### src/rtl/lii_rx_unpack_if.sv
// Handshake bundle between an LII phy-word producer and the element-stream kernel.
// The slave modport is the unpacker's view; the master modport is its environment.
interface lii_rx_unpack_if #(
  parameter int PW = 64,
  parameter int EW = 16
);
  logic [PW-1:0] lii_in_tdata;
  logic          lii_in_tvalid;
  logic          lii_in_tready;
  logic [7:0]    lii_in_src;
  logic [7:0]    lii_in_dst;
  logic [EW-1:0] out_stream_tdata;
  logic          out_stream_tvalid;
  logic          out_stream_tready;
  logic [7:0]    out_stream_src;

  modport master (
    output lii_in_tdata, lii_in_tvalid, lii_in_src, lii_in_dst, out_stream_tready,
    input  lii_in_tready, out_stream_tdata, out_stream_tvalid, out_stream_src
  );

  modport slave (
    input  lii_in_tdata, lii_in_tvalid, lii_in_src, lii_in_dst, out_stream_tready,
    output lii_in_tready, out_stream_tdata, out_stream_tvalid, out_stream_src
  );
endinterface

### src/rtl/lii_rx_unpack.sv
// Unpacks LII phy words addressed to this node into EW-wide elements, lane 0 first,
// and counts words discarded for a destination mismatch.
module lii_rx_unpack #(
  parameter int         PW      = 64,
  parameter int         EW      = 16,
  parameter logic [7:0] NODE_ID = 8'h01
) (
  input  logic               aclk,
  input  logic               arst,
  lii_rx_unpack_if.slave     bus,
  output logic [15:0]        drop_count
);
  localparam int LANES = PW / EW;
  localparam int LW    = $clog2(LANES);
  localparam logic [LW-1:0] LAST_LANE = LW'(LANES - 1);

  typedef enum logic [0:0] {ST_EMPTY = 1'b0, ST_DRAIN = 1'b1} state_e;

  state_e        state_q, state_d;
  logic [LW-1:0] lane_q, lane_d;
  logic [PW-1:0] data_q, data_d;
  logic [7:0]    src_q, src_d;
  logic [15:0]   drop_q, drop_d;

  logic          last_s;
  logic          in_ready_s;
  logic          out_hs_s;
  logic          in_hs_s;
  logic          match_s;
  logic [EW-1:0] elem_s;

  function automatic logic [15:0] sat_inc(input logic [15:0] v);
    return (v == 16'hFFFF) ? v : (v + 16'd1);
  endfunction

  // Handshake decode; input ready depends only on state and downstream ready.
  always_comb begin
    last_s     = (lane_q == LAST_LANE);
    in_ready_s = 1'b0;
    if (state_q == ST_EMPTY) begin
      in_ready_s = 1'b1;
    end else if (last_s && bus.out_stream_tready) begin
      in_ready_s = 1'b1;
    end else begin
      in_ready_s = 1'b0;
    end
    out_hs_s = (state_q == ST_DRAIN) && bus.out_stream_tready;
    in_hs_s  = bus.lii_in_tvalid && in_ready_s;
    match_s  = (bus.lii_in_dst == NODE_ID);
  end

  // Next-state: drain handshake first, a newly accepted matching word overrides it.
  always_comb begin
    state_d = state_q;
    lane_d  = lane_q;
    data_d  = data_q;
    src_d   = src_q;
    drop_d  = drop_q;
    if (out_hs_s) begin
      if (last_s) begin
        state_d = ST_EMPTY;
        lane_d  = '0;
      end else begin
        lane_d = lane_q + LW'(1);
      end
    end else begin
      lane_d = lane_q;
    end
    if (in_hs_s) begin
      if (match_s) begin
        state_d = ST_DRAIN;
        lane_d  = '0;
        data_d  = bus.lii_in_tdata;
        src_d   = bus.lii_in_src;
      end else begin
        drop_d = sat_inc(drop_q);
      end
    end else begin
      drop_d = drop_q;
    end
  end

  // Lane select from the holding register.
  always_comb begin
    elem_s = '0;
    for (int i = 0; i < LANES; i++) begin
      if (lane_q == LW'(i)) begin
        elem_s = data_q[i*EW +: EW];
      end else begin
        elem_s = elem_s;
      end
    end
  end

  // State register; reset also throws away any partially drained word.
  always_ff @(posedge aclk) begin
    if (arst) begin
      state_q <= ST_EMPTY;
      lane_q  <= '0;
      data_q  <= '0;
      src_q   <= 8'h00;
      drop_q  <= 16'h0000;
    end else begin
      state_q <= state_d;
      lane_q  <= lane_d;
      data_q  <= data_d;
      src_q   <= src_d;
      drop_q  <= drop_d;
    end
  end

  assign bus.lii_in_tready     = in_ready_s;
  assign bus.out_stream_tvalid = (state_q == ST_DRAIN);
  assign bus.out_stream_tdata  = elem_s;
  assign bus.out_stream_src    = src_q;
  assign drop_count            = drop_q;
endmodule

### src/flat_wrapper.sv
// flat-port wrapper written by rule: the top's interface ports become plain ports
module lii_rx_unpack_flat 
#(
  parameter int         PW      = 64,
  parameter int         EW      = 16,
  parameter logic [7:0] NODE_ID = 8'h01
)
  (aclk, arst, drop_count, bus_lii_in_tdata, bus_lii_in_tvalid, bus_lii_in_src, bus_lii_in_dst, bus_out_stream_tready, bus_lii_in_tready, bus_out_stream_tdata, bus_out_stream_tvalid, bus_out_stream_src);
  lii_rx_unpack_if #(.PW(PW), .EW(EW)) bus_i ();
  input  logic aclk;
  input  logic arst;
  output logic [15:0] drop_count;
  input wire logic [$bits(bus_i.lii_in_tdata)-1:0] bus_lii_in_tdata;
  input wire logic [$bits(bus_i.lii_in_tvalid)-1:0] bus_lii_in_tvalid;
  input wire logic [$bits(bus_i.lii_in_src)-1:0] bus_lii_in_src;
  input wire logic [$bits(bus_i.lii_in_dst)-1:0] bus_lii_in_dst;
  input wire logic [$bits(bus_i.out_stream_tready)-1:0] bus_out_stream_tready;
  output wire logic [$bits(bus_i.lii_in_tready)-1:0] bus_lii_in_tready;
  output wire logic [$bits(bus_i.out_stream_tdata)-1:0] bus_out_stream_tdata;
  output wire logic [$bits(bus_i.out_stream_tvalid)-1:0] bus_out_stream_tvalid;
  output wire logic [$bits(bus_i.out_stream_src)-1:0] bus_out_stream_src;
  assign bus_i.lii_in_tdata = bus_lii_in_tdata;
  assign bus_i.lii_in_tvalid = bus_lii_in_tvalid;
  assign bus_i.lii_in_src = bus_lii_in_src;
  assign bus_i.lii_in_dst = bus_lii_in_dst;
  assign bus_i.out_stream_tready = bus_out_stream_tready;
  assign bus_lii_in_tready = bus_i.lii_in_tready;
  assign bus_out_stream_tdata = bus_i.out_stream_tdata;
  assign bus_out_stream_tvalid = bus_i.out_stream_tvalid;
  assign bus_out_stream_src = bus_i.out_stream_src;
  lii_rx_unpack #(.PW(PW), .EW(EW), .NODE_ID(NODE_ID)) u_core (.aclk(aclk), .arst(arst), .bus(bus_i), .drop_count(drop_count));
endmodule
### config.mk
export PLATFORM = sky130hd
export DESIGN_NAME = lii_rx_unpack_flat
export DESIGN_NICKNAME = d
export VERILOG_FILES = /design/src/rtl/lii_rx_unpack_if.sv /design/src/rtl/lii_rx_unpack.sv /design/src/flat_wrapper.sv
export SDC_FILE = /design/constraint.sdc
export NUM_CORES = 1
export LEC_CHECK = 0
export BUFFER_PORTS_ARGS = -buffer_cell sky130_fd_sc_hd__buf_4
export CAP_MARGIN = 15
export CORE_UTILIZATION = 55
export CTS_CLUSTER_DIAMETER = 120
export DETAILED_ROUTE_END_ITERATION = 8
export PLACE_DENSITY = 0.85
export SLEW_MARGIN = 10
export SYNTH_ARGS = -nofsm -noshare
export SYNTH_HDL_FRONTEND = slang
export SYNTH_SLANG_ARGS = --single-unit
### constraint.sdc
create_clock -name aclk -period 5.93 [get_ports aclk]
set_input_delay 0 -clock aclk [delete_from_list [all_inputs] [get_ports aclk]]
set_output_delay 0 -clock aclk [all_outputs]
set_load 0.01 [all_outputs]
==> results of run 1 <==
## kinds of logic (layout without fill, tap and decap cells)
group	count (synthesis)	after routing	synth area share
AOI/OAI and AO/OA	138	138	0.188
muxes	5	5	0.0129
adders and majority gates	6	6	0.0184
xor gates and xnor gates	10	10	0.0215
and+or+nand+nor	247	247	0.270
buffers and inverters	43	222	0.0418
DFF	91	91	0.447
## synthesized netlist by cell type
library cell / count / share of area
nor3_1: 5 / 0.0061
nand4_1: 6 / 0.0092
nand2b_1: 1 / 0.0015
nor4b_2: 1 / 0.0037
mux2i_1: 3 / 0.0074
a21oi_1: 107 / 0.13
a221o_2: 1 / 0.0028
nor2_1: 17 / 0.016
a311oi_1: 1 / 0.0022
buf_2: 7 / 0.0086
a2111oi_2: 2 / 0.0074
o21ai_0: 17 / 0.021
nor4_1: 1 / 0.0015
a21oi_2: 1 / 0.0022
nand3b_1: 16 / 0.030
nand2_1: 183 / 0.17
and4_1: 2 / 0.0043
a211oi_1: 2 / 0.0037
or4_1: 1 / 0.0018
clkbuf_1: 30 / 0.028
a211oi_4: 1 / 0.0049
nand2_2: 2 / 0.0031
xnor2_1: 7 / 0.015
nor2b_1: 3 / 0.0046
o21a_1: 1 / 0.0018
nor4_4: 1 / 0.0052
o211a_1: 1 / 0.0025
a41o_1: 1 / 0.0025
inv_1: 6 / 0.0055
nor4_2: 1 / 0.0031
o211ai_1: 1 / 0.0018
nor3_2: 1 / 0.0025
xor2_1: 3 / 0.0065
a31o_1: 1 / 0.0022
nand3_2: 1 / 0.0025
ha_1: 6 / 0.018
nand3_1: 4 / 0.0049
a221oi_1: 1 / 0.0022
or2_1: 1 / 0.0015
dfxtp_1: 91 / 0.45
mux2_1: 2 / 0.0055
## path summary, 6_finish.rpt
kind | endpoint | cells past startpoint | slack, ns
setup reg to reg | u_core.bus.out_stream_src[3] | 7 | 3.73
hold reg to reg | u_core.data_q[43] | 2 | 0.46
setup / recovery | bus_out_stream_tdata[2] | 6 | 3.47
hold / removal | u_core.drop_count[8] | 6 | 0.19
## area by class of cell
cell class              instances  area, µm²
inverters                       6       22.5
flip-flops and latches         91       1820
fillers                       463       1280
clock inverters                 3       46.3
clock buffers                  13        159
repair buffers                200       1680
well taps                      99        124
multi-input cells             406       2080
## layer usage
layer	up-vias	routed length, µm	track usage
met5	-	0	0
met2	240	6270	0.569
met1	2085	4910	0.406
met3	44	998	0.0641
li1	2160	-	-
met4	0	396	0.139
## critical path: stages, from the launching register on
cell and delay (ns):
dfxtp_1 0.44, ha_1 0.79, nand3b_1 0.20, a21oi_1 0.11, a21oi_1 0.24, o21ai_0 0.13
buf_4 0.21
## power by group through the flow
stage,sequential [mW],combinational [mW],clock (mW)
after floorplan,0.630,0.0174,0
after global placement,0.629,0.0662,0
after detailed placement,0.629,0.0671,0
after CTS,0.615,0.106,0.434
after global routing,0.615,0.116,0.459
final,0.615,0.110,0.431
## state kept, by name, indices dropped and copies added (netlist names)
signal                        flops
u_core.bus.out_stream_src         8
u_core.bus.out_stream_tvalid      1
u_core.lane_q                     2
u_core.data_q                    64
u_core.drop_count                16
## stage by stage
stage | setup slack [ns] | hold slack (ns) | cells
after detailed placement | 3.83 | 0.256 | 729
after floorplan | 3.98 | 0.136 | 540
after CTS | 3.56 | 0.182 | 818
final | 3.47 | 0.188 | 818
after global placement | 3.91 | 0.248 | 729
after global routing | 3.22 | 0.220 | 818
## timing repair
| action | CTS | global route |
|---|---|---|
| endpoints found under the setup margin | 0 | 0 |
| hold buffers | 73 | 0 |
| endpoints found under the hold margin | 73 | 0 |
==> flow_metrics.tcl, run 1 <==
set metrics [dict create \
    status "completed" \
    ios 126 \
    fin_nets 804 \
    wl_um 12600 \
    clockRootBuffer "clkbuf_8" \
    switchingPower_mw 0.251 \
    synth_fp_nets 630 \
    grt_max_degree 96 \
    port-buffer-count 125 \
    startpoint_type "register" \
    vias_per_cell 5.54 \
    combPwrFrac 0.095 \
    die-area_um2 7750 \
    clock_sinks 91 \
    synthDistinctLibCells 41 \
    power.internal_mw 0.904 \
    drtAntennaViolNets 0 \
    grt_pass1_wl_um 20000 \
    area_growth_pct 45.9 \
    power_mw 1.16 \
    core_area_um2 7210 \
    final_common_cell "nand2_1" \
    crit_type "reg -> out" \
    slew_violations 0 \
    fin_crit_ns 2.46 \
    rsz0062_at_grt "false" \
    die_w_um 88.0 \
    synth_seq_area_share 0.447 \
    min_path_type "in -> reg" \
    endpoint_kind "output pin" \
    clk_latency_ns 0.35 \
    clk_pin_slew_ns 0.09 \
    hold_viol 0 \
    setup_tns_ns 0 \
    drc 0 \
    crit_arrival_ns 2.46 \
    drive_gt1_frac 0.214 \
    cts_tree "yes" \
    reg2reg_from "u_core.lane_q[0]" \
    avgSynthCellArea_um2 7.54 \
    ys_seq_elements 91 \
    ys_warn_count 0 \
    cts_inserted_buffers 9 \
    dr_total_vias 4529 \
    crit_start "u_core.lane_q[0]" \
    dpl.hpwl_um 7230 \
    synth_area_um2 4070 \
    seq_power_share 0.532 \
    place_congestion 0.895 \
    cts_resized 0 \
    grt.overflow.total 0 \
    fp-row-count 31 \
    synthCells 540 \
    leakagePower_nw 2.26 \
    slew_headroom 0.269 \
    start_util 0.564 \
    sw_frac_of_total 0.217 \
    grt_usage 0.331 \
    tightest_slew_ns 1.10 \
    fmax_mhz 406 \
    firstDrtPassIters 5 \
    critPathMaxFanout 32 \
    wl_per_cell_um 15.4 \
    design_area_um2 5940 \
    die_height_um 88.0 \
    num_antenna_cells 0 \
    clkPwrFrac 0.373 \
    fin_skew_ns 0.0129 \
    ir_drop_uv 131 \
    grt_pass1_vias 4221 \
    final_cell_mix "nand2_1 (183), buf_4 (127), a21oi_1 (107)" \
    maxCapViolCount 0 \
    antenna_found_initial 0 \
    cts_buffer_depth 2 \
    postCtsSetupRepairBufs 0 \
    post_dp_cell_area_um2 5000 \
    min-delay-start "bus_lii_in_tvalid" \
    timing.final.crit_share 0.416 \
    p_per_area_nw_per_um2 195 \
    finalSetupViolCount 0 \
    drtIter0Drc 432 \
    htreeDepth 3 \
    utilization 0.823 \
    critPathRequiredTime_ns 5.93 \
]
No activity file was read; power rests on OpenSTA's default activity.
==> run 2, diff against run 1 <==
CORE_UTILIZATION = 51   (was 55)
PLACE_DENSITY = 0.8   (was 0.85)
clock period = 2.4 ns   (was 5.93 ns; I/O delays follow)
==> run 2 against run 1 <==
Net effect:
- wire length is 3.5% lower
- core utilization is 4.3 points lower
- final cell count is 0.98% higher
- via count is 3.8% lower
- count of clock-buffer cells in the layout is 2 lower
- flip-flop and latch count stayed put
- combinational power is 150% higher
- largest cell class unchanged
- largest power group unchanged
==> flow_metrics.tcl, run 2 (same netlist as run 1, synthesis figures left out) <==
set metrics [dict create \
    core_area_um2 7730 \
    stdcell_count 826 \
    crit-reg2reg-capture "u_core.drop_count[14]" \
    hold_viol 0 \
    clk_pin_slew_ns 0.09 \
    cpPeakStageDelay_ns 0.44 \
    power.internal_mw 2.31 \
    clk_latency_ns 0.35 \
    tightest_slew_ns 0.708 \
    dpl.hpwl_um 7470 \
    slew_headroom 0.528 \
    num-fill-cells 544 \
    min-delay-start "arst" \
    reg2reg_from "u_core.drop_count[0]" \
    slew_violations 0 \
    startpoint_type "register" \
    postCtsSetupRepairBufs 0 \
    power_mw 2.92 \
    grt_usage 0.295 \
    timing.final.crit_share 0.936 \
    crit_top_cell "buf_4" \
    p_per_area_nw_per_um2 485 \
    firstDrtPassIters 5 \
    htreeDepth 3 \
    endpoint_kind "output pin" \
    grt_max_degree 75 \
    drc 0 \
    leakagePower_nw 2.30 \
    port-buffer-count 125 \
    clock_sinks 91 \
    drive_gt1_frac 0.222 \
    crit_type "reg -> out" \
    ff2ff_path_depth 6 \
    fp-row-count 32 \
    sw_frac_of_total 0.211 \
    die_height_um 91.4 \
    hold_slack_ns 0.158 \
    dr_total_vias 4358 \
    area_growth_pct 48.0 \
    crit_arrival_ns 2.25 \
    cts_buffer_depth 2 \
    place_congestion 0.826 \
    holdPathStages 2 \
    grt_pass1_wl_um 19500 \
    multi_input_area_um2 2080 \
    grt.overflow.total 0 \
    design_area_um2 6020 \
    cp_cell_sequence "ha_2 -> buf_4 -> buf_4 -> nand2_1 -> a21oi_1 -> a21oi_1 -> o21ai_0 -> buf_4" \
    antenna_found_initial 0 \
    grt_pass1_vias 4178 \
    wl_um 12100 \
    min_path_type "in -> reg" \
    switchingPower_mw 0.616 \
    fin_nets 810 \
    cts_inserted_buffers 9 \
    ir_drop_uv 264 \
    fin_crit_ns 2.25 \
    start_util 0.527 \
    num_antenna_cells 0 \
    rsz0062_at_grt "false" \
    critPathMaxFanout 16 \
    wl_per_cell_um 14.7 \
    largest-register "u_core.data_q" \
    cp.depth 8 \
    final_cell_mix "nand2_1 (183), buf_4 (131), a21oi_1 (107)" \
    seq_power_share 0.520 \
    fin_skew_ns 0.0119 \
    cp.buffers_inverters 3 \
    crit_family "buffers and inverters" \
    ios 126 \
    critPathRequiredTime_ns 2.40 \
    status "completed" \
    drtAntennaViolNets 0 \
    drtIter0Drc 285 \
    die_w_um 91.4 \
    maxCapViolCount 0 \
    cts_tree "yes" \
    vias_per_cell 5.28 \
    finalSetupViolCount 0 \
    final_common_cell "nand2_1" \
    dpl.cell_count 738 \
    ff_latch_area_um2 1820 \
    die-area_um2 8340 \
    post_dp_cell_area_um2 5080 \
    clkPwrFrac 0.388 \
    fmax_mhz 445 \
    largest_reg_flops 64 \
    hold-path-endpoint "u_core.drop_count[12]" \
    combPwrFrac 0.092 \
    clockRootBuffer "clkbuf_8" \
    reg2reg_slack_ns 0.29 \
    cp_slowest_cell "dfxtp_1" \
    setup_tns_ns 0 \
]
run 2: power by group through the flow:
stage	logic [mW]	registers [mW]	clock network (mW)
floorplan	0.0430	1.56	0
global placement	0.165	1.55	0
detailed placement	0.168	1.56	0
CTS	0.264	1.52	1.15
global route	0.288	1.52	1.22
finish	0.270	1.52	1.13
run 2: stage by stage:
stage / util / worst slack, ns
global placement: 0.657 / 0.377
detailed placement: 0.657 / 0.314
CTS: 0.779 / 0.128
global route: 0.780 / 0.0282
floorplan: - / 0.455
finish: 0.780 / 0.154
run 2: cell type report:
cell class              count  area share
flip-flops and latches     91       0.302
clock inverters             4      0.0123
well taps                 102      0.0212
multi-input cells         406       0.346
repair buffers            206       0.291
clock buffers              11      0.0235
inverters                   6     0.00374
run 2: worst max path at each step:
stage | startpoint | to | slack, ns
floorplan | u_core.lane_q[0] | u_core.drop_count[15] | 0.45
global placement | u_core.lane_q[0] | u_core.drop_count[15] | 0.38
detailed placement | u_core.lane_q[0] | u_core.drop_count[15] | 0.31
CTS | u_core.lane_q[0] | bus_out_stream_tdata[7] | 0.13
global route | u_core.lane_q[0] | bus_out_stream_tdata[7] | 0.03
finish | u_core.lane_q[0] | bus_out_stream_tdata[7] | 0.15
run 2: per-layer routing:
layer	vias up	GRT usage	part of all wire	wire, µm
met5	-	0	0	0
met4	0	0.114	0.022	267
met3	23	0.0461	0.057	695
met2	163	0.509	0.50	6020
met1	2003	0.369	0.42	5150
li1	2169	-	-	-
run 2: timing repair:
item / in CTS / in global routing
setup endpoints to repair: 0 / 3
resized for setup: 0 / 1
hold buffers: 73 / 0
endpoints found under the hold margin: 73 / 0
==> run 3, diff against run 2 <==
CORE_UTILIZATION = 28   (was 51)
PLACE_DENSITY = default   (was 0.8)
clock period = 2.2 ns   (was 2.4 ns; I/O delays follow)
==> run 3 against run 2 <==
Net effect:
- combinational power increased by 8.9%
- flip-flop and latch count unchanged
- critical path depth decreased by 2
- core utilization decreased by 33 points
- sequential share of layout area decreased by 1.2 points
==> flow_metrics.tcl, run 3 (same netlist as run 1, synthesis figures left out) <==
set metrics [dict create \
    cts_tree "yes" \
    ir_drop_uv 364 \
    core_area_um2 14000 \
    leakagePower_nw 2.37 \
    critPathRequiredTime_ns 2.44 \
    cp_slowest_cell "a221o_2" \
    clock_sinks 91 \
    ff2ff_path_depth 6 \
    ios 126 \
    port-buffer-count 125 \
    utilization 0.447 \
    dpl.cell_count 821 \
    crit_arrival_ns 2.31 \
    wl_um 12700 \
    area_growth_pct 54.3 \
    cp_cell_sequence "ha_1 -> nand2_2 -> a221o_2 -> a211oi_4 -> nand4_1 -> mux2_1" \
    stdcell_count 910 \
    dpl.hpwl_um 8600 \
    setup_tns_ns 0 \
    p_per_area_nw_per_um2 564 \
    status "completed" \
    drive_gt1_frac 0.240 \
    timing.final.crit_share 0.940 \
    maxCapViolCount 0 \
    drc 0 \
    clockRootBuffer "clkbuf_16" \
    largest_reg_flops 64 \
    clk_pin_slew_ns 0.06 \
    fp-row-count 43 \
    fin_nets 815 \
    die_w_um 123 \
    worstSetupEndpoint "u_core.drop_count[15]" \
    clk_latency_ns 0.35 \
    tightest_slew_ns 0.617 \
    final_common_cell "nand2_1" \
    power_mw 3.54 \
    postCtsSetupRepairBufs 0 \
    critPathMaxFanout 7 \
    hold_viol 0 \
    cts_buffer_depth 2 \
    largest-register "u_core.data_q" \
    reg2reg_slack_ns 0.13 \
    drtAntennaViolNets 0 \
    cts_inserted_buffers 9 \
    fmax_mhz 483 \
    firstDrtPassIters 4 \
    crit-reg2reg-capture "u_core.drop_count[15]" \
    htreeDepth 3 \
    grt_pass1_vias 4092 \
    reg2reg_from "u_core.lane_q[1]" \
    dr_total_vias 4292 \
    grt_usage 0.173 \
    fin_crit_ns 2.07 \
    die-area_um2 15000 \
    crit_type "reg -> reg" \
    min_path_type "in -> reg" \
    slew_violations 0 \
    hold_slack_ns 0.0694 \
    grt_max_degree 75 \
    place_congestion 0.816 \
    wl_per_cell_um 13.9 \
    drtIter0Drc 288 \
    start_util 0.290 \
    antenna_found_initial 0 \
    die_height_um 123 \
    vias_per_cell 4.72 \
    fin_skew_ns 0.00504 \
    final_cell_mix "nand2_1 (183), buf_4 (136), a21oi_1 (99)" \
    endpoint_kind "register" \
    slew_headroom 0.589 \
    grt_pass1_wl_um 19900 \
    rsz0062_at_grt "false" \
    crit_start "u_core.lane_q[1]" \
    startpoint_type "register" \
    grt.overflow.total 0 \
    finalSetupViolCount 0 \
    cpPeakStageDelay_ns 0.49 \
    num_antenna_cells 0 \
]
-- run 3: changes by cell type in the layout (fill, tap and decap cells not counted), sizes merged --
cell      change
buf           +5
bufinv        -1
clkbuf        -1
clkinv        +2
clkinvlp      +1
-- run 3: final cells by class --
class / instances / area, µm²
clock buffers: 10 / 239
clock inverters: 6 / 72.6
fillers: 1396 / 7760
inverters: 6 / 22.5
multi-input cells: 406 / 2110
flip-flops and latches: 91 / 1820
well taps: 180 / 225
repair buffers: 211 / 1790
-- run 3: timing repair --
item	in CTS	in global routing
hold buffers	73	0
setup endpoints to repair	0	9
endpoints found under the hold margin	73	0
resized for setup	0	13
-- run 3: through the flow --
step                      setup slack, ns  instance area (µm²)
after floorplan                     0.255                 4070
after global placement              0.171                 5210
after detailed placement            0.153                 5210
after CTS                          0.0498                 6250
after global routing              0.00480                 6280
final                               0.131                 6280
-- run 3: layer usage --
metal  GRT usage  vias to the layer above  part of all wire
li1            -                     2183                 -
met1       0.215                     1992              0.44
met2       0.284                      105              0.49
met3      0.0572                       12             0.055
met4      0.0473                        0            0.0081
met5           0                        -                 0
-- run 3: report_power, final --
group	internal (mW)	leakage [nW]	switching, mW
Sequential	1.65	0.733	0.00682
Combinational	0.199	1.49	0.0958
Clock	0.921	0.149	0.671
-- run 3: worst min path at each step --
stage	start	endpoint	slack (ns)	cells past startpoint
after floorplan	bus_lii_in_tdata[0]	u_core.data_q[0]	0.14	2
after global placement	bus_lii_in_src[3]	u_core.bus.out_stream_src[3]	0.25	3
after detailed placement	bus_lii_in_tdata[25]	u_core.data_q[25]	0.25	3
after CTS	arst	u_core.drop_count[7]	0.06	2
after global routing	arst	u_core.drop_count[12]	0.09	2
final	arst	u_core.drop_count[8]	0.07	2
-- run 3: critical path, delay by kind of cell, from the launching register on --
kind,cells,cell delay (ns)
AOI/OAI and AO/OA,2,0.81
muxes,1,0.32
adders and majority gates,1,0.21
and+or+nand+nor,2,0.21
DFF,1,0.39
